## src/rtl/clock_set_ctrl.sv

```systemverilog
// Mode and time-setting controller for the time-of-day datapath.
// Synchronizes the push-buttons, runs the RUN/SET_HR/SET_MIN/SET_SEC FSM
// and issues single-cycle adjust strobes plus blink control.
module clock_set_ctrl #(
    parameter int unsigned REPEAT_DELAY = 25000000,
    parameter int unsigned REPEAT_RATE  = 5000000,
    parameter int unsigned BLINK_HALF   = 12500000
) (
    input  logic       clk,
    input  logic       rst_n,
    input  logic       key_mode_n,
    input  logic       key_inc_n,
    input  logic       key_dec_n,
    input  logic       tick_1hz,
    output logic       run_en,
    output logic       inc_sec,
    output logic       inc_min,
    output logic       dec_min,
    output logic       inc_hr,
    output logic       dec_hr,
    output logic       clr_sec,
    output logic       pre_clr,
    output logic [1:0] mode,
    output logic [2:0] blink_sel,
    output logic       blink_on
);

    localparam int unsigned HOLD_W  = $clog2(REPEAT_DELAY + 1);
    localparam int unsigned BLINK_W = $clog2(BLINK_HALF + 1);

    typedef enum logic [1:0] {
        StRun    = 2'd0,
        StSetHr  = 2'd1,
        StSetMin = 2'd2,
        StSetSec = 2'd3
    } state_t;

    state_t               state;
    logic   [2:0]         sync1, sync2, prev;  // bit 2 mode, bit 1 inc, bit 0 dec
    logic                 hold_act, hold_inc;
    logic   [HOLD_W-1:0]  hold_cnt;
    logic   [BLINK_W-1:0] blink_cnt;

    logic              mode_press, inc_press, dec_press;
    logic              inc_low, dec_low, adj_mode;
    logic              inc_req, dec_req, hold_go, rep_fire;
    logic [HOLD_W-1:0] hold_nxt;
    state_t            state_nxt;

    function automatic logic [2:0] sel_of(input state_t s);
        logic [2:0] r;
        unique case (s)
            StSetHr:  r = 3'b100;
            StSetMin: r = 3'b010;
            StSetSec: r = 3'b001;
            default:  r = 3'b000;
        endcase
        return r;
    endfunction

    // Two-flop synchronizer plus previous-value register; idle level is high
    always_ff @(posedge clk or negedge rst_n) begin
        if (!rst_n) begin
            sync1 <= 3'b111;
            sync2 <= 3'b111;
            prev  <= 3'b111;
        end else begin
            sync1 <= {key_mode_n, key_inc_n, key_dec_n};
            sync2 <= sync1;
            prev  <= sync2;
        end
    end

    // Press detection, priority resolution and auto-repeat qualification
    always_comb begin
        mode_press = prev[2] & ~sync2[2];
        inc_press  = prev[1] & ~sync2[1];
        dec_press  = prev[0] & ~sync2[0];
        inc_low    = ~sync2[1];
        dec_low    = ~sync2[0];
        adj_mode   = (state == StSetHr) || (state == StSetMin);
        // An adjust press is void if the mode key wins or the other key is also down
        inc_req    = inc_press & ~dec_low & ~mode_press & (state != StRun);
        dec_req    = dec_press & ~inc_low & ~mode_press & (state != StRun);
        hold_go    = hold_act & adj_mode & ~mode_press &
                     (hold_inc ? (inc_low & ~dec_low) : (dec_low & ~inc_low));
        hold_nxt   = hold_cnt + HOLD_W'(1);
        rep_fire   = hold_go && (hold_nxt == HOLD_W'(REPEAT_DELAY));
        state_nxt  = state_t'(state + 2'd1);
    end

    // FSM, hold/blink counters and all registered outputs
    always_ff @(posedge clk or negedge rst_n) begin
        if (!rst_n) begin
            state     <= StRun;
            run_en    <= 1'b1;
            inc_sec   <= 1'b0;
            inc_min   <= 1'b0;
            dec_min   <= 1'b0;
            inc_hr    <= 1'b0;
            dec_hr    <= 1'b0;
            clr_sec   <= 1'b0;
            pre_clr   <= 1'b0;
            blink_sel <= 3'b000;
            blink_on  <= 1'b1;
            blink_cnt <= '0;
            hold_act  <= 1'b0;
            hold_inc  <= 1'b0;
            hold_cnt  <= '0;
        end else begin
            // A mode press in RUN stops the clock, so a coincident tick is dropped
            inc_sec <= (state == StRun) & tick_1hz & ~mode_press;
            inc_hr  <= (state == StSetHr)  & (inc_req | (rep_fire &  hold_inc));
            dec_hr  <= (state == StSetHr)  & (dec_req | (rep_fire & ~hold_inc));
            inc_min <= (state == StSetMin) & (inc_req | (rep_fire &  hold_inc));
            dec_min <= (state == StSetMin) & (dec_req | (rep_fire & ~hold_inc));
            clr_sec <= (state == StSetSec) & (inc_req | dec_req);

            if (adj_mode && (inc_req || dec_req)) begin
                hold_act <= 1'b1;
                hold_inc <= inc_req;
                hold_cnt <= '0;
            end else if (hold_go) begin
                // After a repeat, rewind so the next one lands REPEAT_RATE later
                hold_cnt <= rep_fire ? HOLD_W'(REPEAT_DELAY - REPEAT_RATE) : hold_nxt;
            end else begin
                hold_act <= 1'b0;
                hold_cnt <= '0;
            end

            if (mode_press) begin
                state     <= state_nxt;
                run_en    <= (state_nxt == StRun);
                pre_clr   <= (state == StSetSec);
                blink_sel <= sel_of(state_nxt);
                blink_on  <= 1'b1;
                blink_cnt <= '0;
            end else begin
                pre_clr <= 1'b0;
                if (state != StRun) begin
                    if (blink_cnt == BLINK_W'(BLINK_HALF - 1)) begin
                        blink_cnt <= '0;
                        blink_on  <= ~blink_on;
                    end else begin
                        blink_cnt <= blink_cnt + BLINK_W'(1);
                    end
                end
            end
        end
    end

    assign mode = state;

endmodule

```

## config.mk

```make
export PLATFORM = sky130hd
export DESIGN_NAME = clock_set_ctrl
export DESIGN_NICKNAME = d
export VERILOG_FILES = /design/src/rtl/clock_set_ctrl.sv
export SDC_FILE = /design/constraint.sdc
export NUM_CORES = 1
export LEC_CHECK = 0
export CORE_ASPECT_RATIO = 1.25
export CORE_MARGIN = 5
export CORE_UTILIZATION = 55
export DETAILED_ROUTE_END_ITERATION = 10
export PLACE_DENSITY = 0.74
export SLEW_MARGIN = 20
export SYNTH_ARGS = -nofsm -noshare
export SYNTH_HDL_FRONTEND = slang
export SYNTH_SLANG_ARGS = --single-unit
```

## constraint.sdc

```tcl
create_clock -name clk -period 2.6 [get_ports clk]
set_input_delay 0.26 -clock clk [delete_from_list [all_inputs] [get_ports clk]]
set_output_delay 0.26 -clock clk [all_outputs]
set_load 0.03 [all_outputs]
```

==> results.json, run 1 <==
{
  "status": "finished clean",
  "place_area_mm2": 0.004239,
  "n_antenna_cell": 0,
  "grt_pass1_wl_mm": 14.46,
  "cts_tree": "done",
  "fin_util": 0.6395,
  "ys_ff_latch": 74,
  "dr.first_iter.drc_count": 194,
  "syn_nets": 419,
  "cap_violations": 0,
  "routedWlPerCell_um": 15.26,
  "final_nets": 453,
  "power.share.clock": 0.315,
  "crit_required_ps": 2880,
  "grt_pass1_vias": 3159,
  "timing.slew.headroom": 0.3974,
  "synth_edf_count": 0,
  "drive_gt1_frac": 0.1532,
  "synth_area_leader_cell": "dfrtp_1",
  "r2r_cells": 7,
  "synth_area_per_cell_um2": 9.725,
  "fillers": 594,
  "p_int_mw": 1.950,
  "fin_ws_ps": 117.2,
  "drv_slew": 0,
  "postLayoutCellArea_mm2": 0.004462,
  "final_cell_mix": "dfrtp_1 (61), nand2_1 (57), nor2_1 (41), xor2_1 (21)",
  "via_per_inst": 5.732,
  "netlist_top_cells_area": "dfrtp_1 (40%), dfstp_2 (7.3%), nand2_1 (5.4%), xor2_1 (4.7%), xnor2_1 (4.0%)",
  "rrSetupSlack_ps": 120,
  "io_buffers": 19,
  "die_y_um": 104.6,
  "finalCriticalPeriod_ps": 2483,
  "die_x_um": 85.69,
  "leakage_nw": 1.862,
  "powerDensity_mw_per_mm2": 646.6,
  "synth_area_mm2": 0.003939,
  "antenna_found_initial": 0,
  "end_kind": "flip-flop",
  "ios": 20,
  "initial_core_util": 0.5646,
  "p_switching_mw": 0.9349,
  "grt-ovfl-total": 0,
  "ys_async_sr_fraction": 1.000,
  "grt_max_degree": 75,
  "finalPower_mw": 2.885,
  "place.gp.congestion": 0.9107,
  "synth.distinct_cells": 56,
  "clock_path_buffers": 2,
  "final_common_cell": "dfrtp_1",
  "num_vias": 3061,
  "seq_power_share": 0.462,
  "rsz0062_at_grt": "no",
  "vdd_drop_max_mv": 0.6097,
  "criticalPathCategory": "reg -> reg",
  "worst_slew_pin_slew_ps": 903.9,
  "path_clk_slew_ps": 80,
  "drc": 0,
  "whs_ps": 46.46,
  "setup_violations": 0,
  "finalSetupTns_ps": 0,
  "cts_root_buffer": "clkbuf_8",
  "yosysSeqAreaShare": 0.4736,
  "dr.pass1.iters": 4,
  "cts_sinks": 74,
  "start_kind": "flip-flop",
  "fin_crit_sh": 0.9549,
  "areaGrowthSynthToFinish_pct": 13.28,
  "p_comb_frac": 0.223,
  "num_rows": 34,
  "ys_warn_count": 0,
  "critPathMaxFanout": 8,
  "worstReg2RegEnd": "hold_cnt[10]$_DFF_PN0_",
  "arrival_ps": 2760,
  "synth_top_area_share": 0.4003,
  "place_inst": 516,
  "pre_cts_ws_ps": 96.68,
  "finalNonFillerCells": 534,
  "r2r_start": "hold_cnt[5]$_DFF_PN0_",
  "coreArea_mm2": 0.006977,
  "insertion_delay_ps": 350,
  "ys.flop_type": "dfrtp_1",
  "hold_violations": 0,
  "skew_ps": 9.405,
  "ant_nets": 0,
  "switching_share": 0.3240,
  "synthCells": 405,
  "dieArea_mm2": 0.008964,
  "grtUsageTotal": 0.1975,
  "min_path_type": "in -> async",
  "hpwl_mm": 5.618,
  "cts_max_level": 3,
  "numCtsBuffers": 9,
  "max_clock_freq_ghz": 0.4028,
  "wirelength_mm": 8.148
}
## how the worst max path moves through the flow
stage / end / startpoint / cells past startpoint
floorplan: hold_cnt[10]$_DFF_PN0_ / hold_cnt[0]$_DFF_PN0_ / 8
global placement: hold_cnt[10]$_DFF_PN0_ / hold_cnt[0]$_DFF_PN0_ / 7
detailed placement: inc_hr$_DFF_PN0_ / hold_cnt[0]$_DFF_PN0_ / 7
CTS: hold_cnt[10]$_DFF_PN0_ / hold_cnt[0]$_DFF_PN0_ / 7
global route: hold_cnt[10]$_DFF_PN0_ / hold_cnt[5]$_DFF_PN0_ / 7
finish: hold_cnt[10]$_DFF_PN0_ / hold_cnt[5]$_DFF_PN0_ / 7
## per-layer routing
| metal | vias up | routed length, µm | track usage |
|---|---|---|---|
| li1 | 1488 | - | - |
| met1 | 1482 | 3589 | 0.2492 |
| met2 | 74 | 4102 | 0.3250 |
| met3 | 17 | 259 | 0.03465 |
| met4 | 0 | 196 | 0.09729 |
| met5 | - | 0 | 0 |
## repair_timing
item	4_1_cts	5_1_grt
gates resized for setup	0	4
hold endpoints to repair	0	0
endpoints found under the setup margin	0	7
setup buffers	0	2
hold buffers	0	0
## cell families (layout without fill, tap and decap cells)
kind of cell / after synthesis / count (layout) / share of synthesized area
AOI/OAI and AO/OA: 53 / 53 / 0.08863
xor gates and xnor gates: 39 / 39 / 0.08672
adders and majority gates: 8 / 8 / 0.02541
buffers and inverters: 25 / 64 / 0.04193
DFF: 74 / 74 / 0.4736
and+or+nand+nor: 206 / 206 / 0.2837
## registers in the layout, indices dropped and copies added (netlist names)
register	cells
sync1	3
mode	2
hold_inc	1
sync2	3
blink_cnt	24
hold_act	1
prev	3
hold_cnt	25
inc_sec	1
clr_sec	1
pre_clr	1
dec_hr	1
blink_sel	3
dec_min	1
run_en	1
inc_min	1
blink_on	1
inc_hr	1
## critical path, stage by stage (launching register included)
cell	delay, ps
dfrtp_1	490
nand4_4	210
buf_4	220
nor4_4	300
xnor2_1	160
a2111o_1	400
or4_4	490
a21oi_2	150
## cells in the mapped netlist (5+ instances only)
| library cell | instances |
|---|---|
| dfrtp_1 | 63 |
| nand2_1 | 57 |
| nor2_1 | 41 |
| nand3_1 | 21 |
| xor2_1 | 21 |
| o21ai_0 | 19 |
| xnor2_1 | 18 |
| nand4_1 | 16 |
| nor3_1 | 15 |
| dfstp_2 | 11 |
| inv_1 | 10 |
| ha_1 | 8 |
| and2_1 | 7 |
| nor4_1 | 7 |
| and4_1 | 5 |
| clkbuf_1 | 5 |
## cell type report
cell class	instances	area (µm²)	area share
multi-input combinational	306	1916	0.4293
clock buffer	9	123.9	0.02776
inverter	10	37.54	0.008413
clock inverter	7	73.82	0.01655
timing repair buffer	38	330.3	0.07403
tap	90	112.6	0.02524
sequential	74	1868	0.4187
## power by group through the flow
| stage | Combinational (mW) | Sequential (mW) | Clock (mW) |
|---|---|---|---|
| CTS | 0.648 | 1.33 | 0.925 |
| detailed placement | 0.643 | 1.35 | 0 |
| global placement | 0.626 | 1.35 | 0 |
| global route | 0.707 | 1.35 | 0.987 |
| finish | 0.642 | 1.33 | 0.910 |
| floorplan | 0.291 | 1.44 | 0 |
Note: power is estimated with default switching activity, not from simulation.
==> run 2, diff against run 1 <==
--- a/config.mk
+++ b/config.mk
@@ -5,7 +5,6 @@
 export SDC_FILE = /design/constraint.sdc
 export NUM_CORES = 1
 export LEC_CHECK = 0
-export CORE_ASPECT_RATIO = 1.25
 export CORE_MARGIN = 5
 export CORE_UTILIZATION = 55
 export DETAILED_ROUTE_END_ITERATION = 10
==> constraint.sdc (replaced) <==
create_clock -name clk -period 3.18 [get_ports clk]
set_input_delay 0.954 -clock clk [delete_from_list [all_inputs] [get_ports clk]]
set_output_delay 0.954 -clock clk [all_outputs]
set_load 0.03 [all_outputs]
==> results.json, run 2 (synthesis results as in run 1) <==
{
  "status": "finished clean",
  "grt_pass1_vias": 3059,
  "met1_usage": 0.2405,
  "grt-ovfl-total": 0,
  "path_clk_slew_ps": 90,
  "crit_chain": "ha_1 > nand3_1 > nor4_4 > xnor2_1 > a2111o_1 > or4_4 > o21ai_1",
  "timing.slew.headroom": 0.4017,
  "whs_ps": 359.1,
  "wirelength_mm": 7.869,
  "dr.pass1.iters": 4,
  "largest_reg_flops": 25,
  "numCtsBuffers": 9,
  "hpwl_mm": 5.396,
  "place.gp.congestion": 0.8851,
  "fin_crit_sh": 0.8361,
  "reg_top3": "hold_cnt: 25 flops, blink_cnt: 24 flops",
  "global_route.usage.met3": 0.04542,
  "routedWlPerCell_um": 15.02,
  "drc": 0,
  "finalSetupTns_ps": 0,
  "start_kind": "flip-flop",
  "vdd_drop_max_mv": 0.5066,
  "max_clock_freq_ghz": 0.3761,
  "worst_slew_pin_slew_ps": 897.5,
  "leakage_nw": 1.801,
  "dieArea_mm2": 0.008954,
  "cp_slowest_cell": "or4_4",
  "initial_core_util": 0.5734,
  "cts_tree": "done",
  "min_path_type": "reg -> reg",
  "clock_path_buffers": 2,
  "p_comb_frac": 0.208,
  "power.share.clock": 0.349,
  "powerDensity_mw_per_mm2": 564.6,
  "critPathBufInv": 0,
  "final_common_cell": "dfrtp_1",
  "grt_max_degree": 75,
  "top_register": "hold_cnt",
  "cap_violations": 0,
  "place_inst": 508,
  "skew_ps": 17.64,
  "rrSetupSlack_ps": 520,
  "areaGrowthSynthToFinish_pct": 11.05,
  "p_int_mw": 1.687,
  "seq_power_share": 0.443,
  "grt_util_met2": 0.3271,
  "criticalPathCategory": "reg -> reg",
  "dr.first_iter.drc_count": 112,
  "via_per_inst": 5.727,
  "crit_path_max_incr_delay_ps": 490,
  "ant_nets": 0,
  "finalCriticalPeriod_ps": 2659,
  "critPathMaxFanout": 8,
  "die_y_um": 94.63,
  "final_nets": 437,
  "grtUsageTotal": 0.1953,
  "n_antenna_cell": 0,
  "cp_top_family": "simple AND/OR/NAND/NOR gates",
  "drv_slew": 0,
  "setup_violations": 0,
  "top_usage_layer": "met2",
  "io_buffers": 19,
  "hold_violations": 0,
  "arrival_ps": 2930,
  "num_vias": 3001,
  "grt_pass1_wl_mm": 13.86,
  "drive_gt1_frac": 0.1121,
  "final_cell_mix": "dfrtp_1 (63), nand2_1 (57), nor2_1 (41), nand3_1 (21), xor2_1 (21)",
  "ios": 20,
  "insertion_delay_ps": 360,
  "coreArea_mm2": 0.006869,
  "cts_max_level": 3,
  "p_switching_mw": 0.7829,
  "hold_buffers": 0,
  "die_x_um": 94.63,
  "post_cts_resize_count": 0,
  "crit_required_ps": 3450,
  "rsz0062_at_grt": "no",
  "post_cts_buffers": 0,
  "end_kind": "flip-flop",
  "fillers": 572,
  "cts_root_buffer": "clkbuf_8",
  "num_rows": 30,
  "switching_share": 0.3170,
  "antenna_found_initial": 0,
  "cts_sinks": 74,
  "finalNonFillerCells": 524
}
[run 2: cell type report]
cell class | instances | area, µm² | share of cell area
multi-input cells | 306 | 1908 | 0.4362
flip-flops and latches | 74 | 1866 | 0.4265
well taps | 96 | 120.1 | 0.02746
clock buffers | 10 | 137.6 | 0.03146
inverters | 10 | 37.54 | 0.008581
clock inverters | 6 | 95.09 | 0.02174
repair buffers | 22 | 210.2 | 0.04805
[run 2: path summary, 6_finish.rpt]
| check | cells after the start | start | endpoint |
|---|---|---|---|
| min reg2reg | 0 | sync1[1]$_DFF_PN1_ | sync2[1]$_DFF_PN1_ |
| max reg2reg | 7 | hold_cnt[0]$_DFF_PN0_ | inc_hr$_DFF_PN0_ |
| max in group asynchronous | 1 | rst_n | blink_cnt[21]$_DFFE_PN0P_ |
| min | 0 | sync1[1]$_DFF_PN1_ | sync2[1]$_DFF_PN1_ |
| max | 7 | hold_cnt[0]$_DFF_PN0_ | inc_hr$_DFF_PN0_ |
| min in group asynchronous | 1 | rst_n | hold_cnt[4]$_DFF_PN0_ |
[run 2: through the flow]
step                      worst slack [ps]  area (µm²)  total power [mW]    util
final                                521.2        4374             2.470  0.6368
after global routing                 312.4        4374             2.588  0.6368
after CTS                            515.5        4374             2.489  0.6368
after detailed placement             577.2        4141             1.623  0.6029
after global placement               655.0        4141             1.598  0.6029
after floorplan                      855.8        3939             1.416       -
[run 2: power by group through the flow]
stage	sequential (mW)	combinational [mW]	clock, mW
4_1_cts	1.09	0.517	0.879
6_report	1.09	0.514	0.862
3_3_place_gp	1.10	0.494	0
3_5_place_dp	1.11	0.513	0
2_1_floorplan	1.18	0.238	0
5_1_grt	1.11	0.566	0.916
[run 2: per-layer routing]
layer,vias to the layer above,wire length (µm)
met4,0,199
met5,-,0
met2,49,3834
met1,1471,3554
met3,18,279
li1,1463,-
[run 2: worst reg2reg max path: cells and delay by family, from the launching register on]
kind	cells	cell delay, ps
XOR/XNOR	1	130
flip-flops	1	480
AND/OR/NAND/NOR	3	1060
adder cells (fa/ha/maj)	1	340
AO/OA/AOI/OAI	2	560
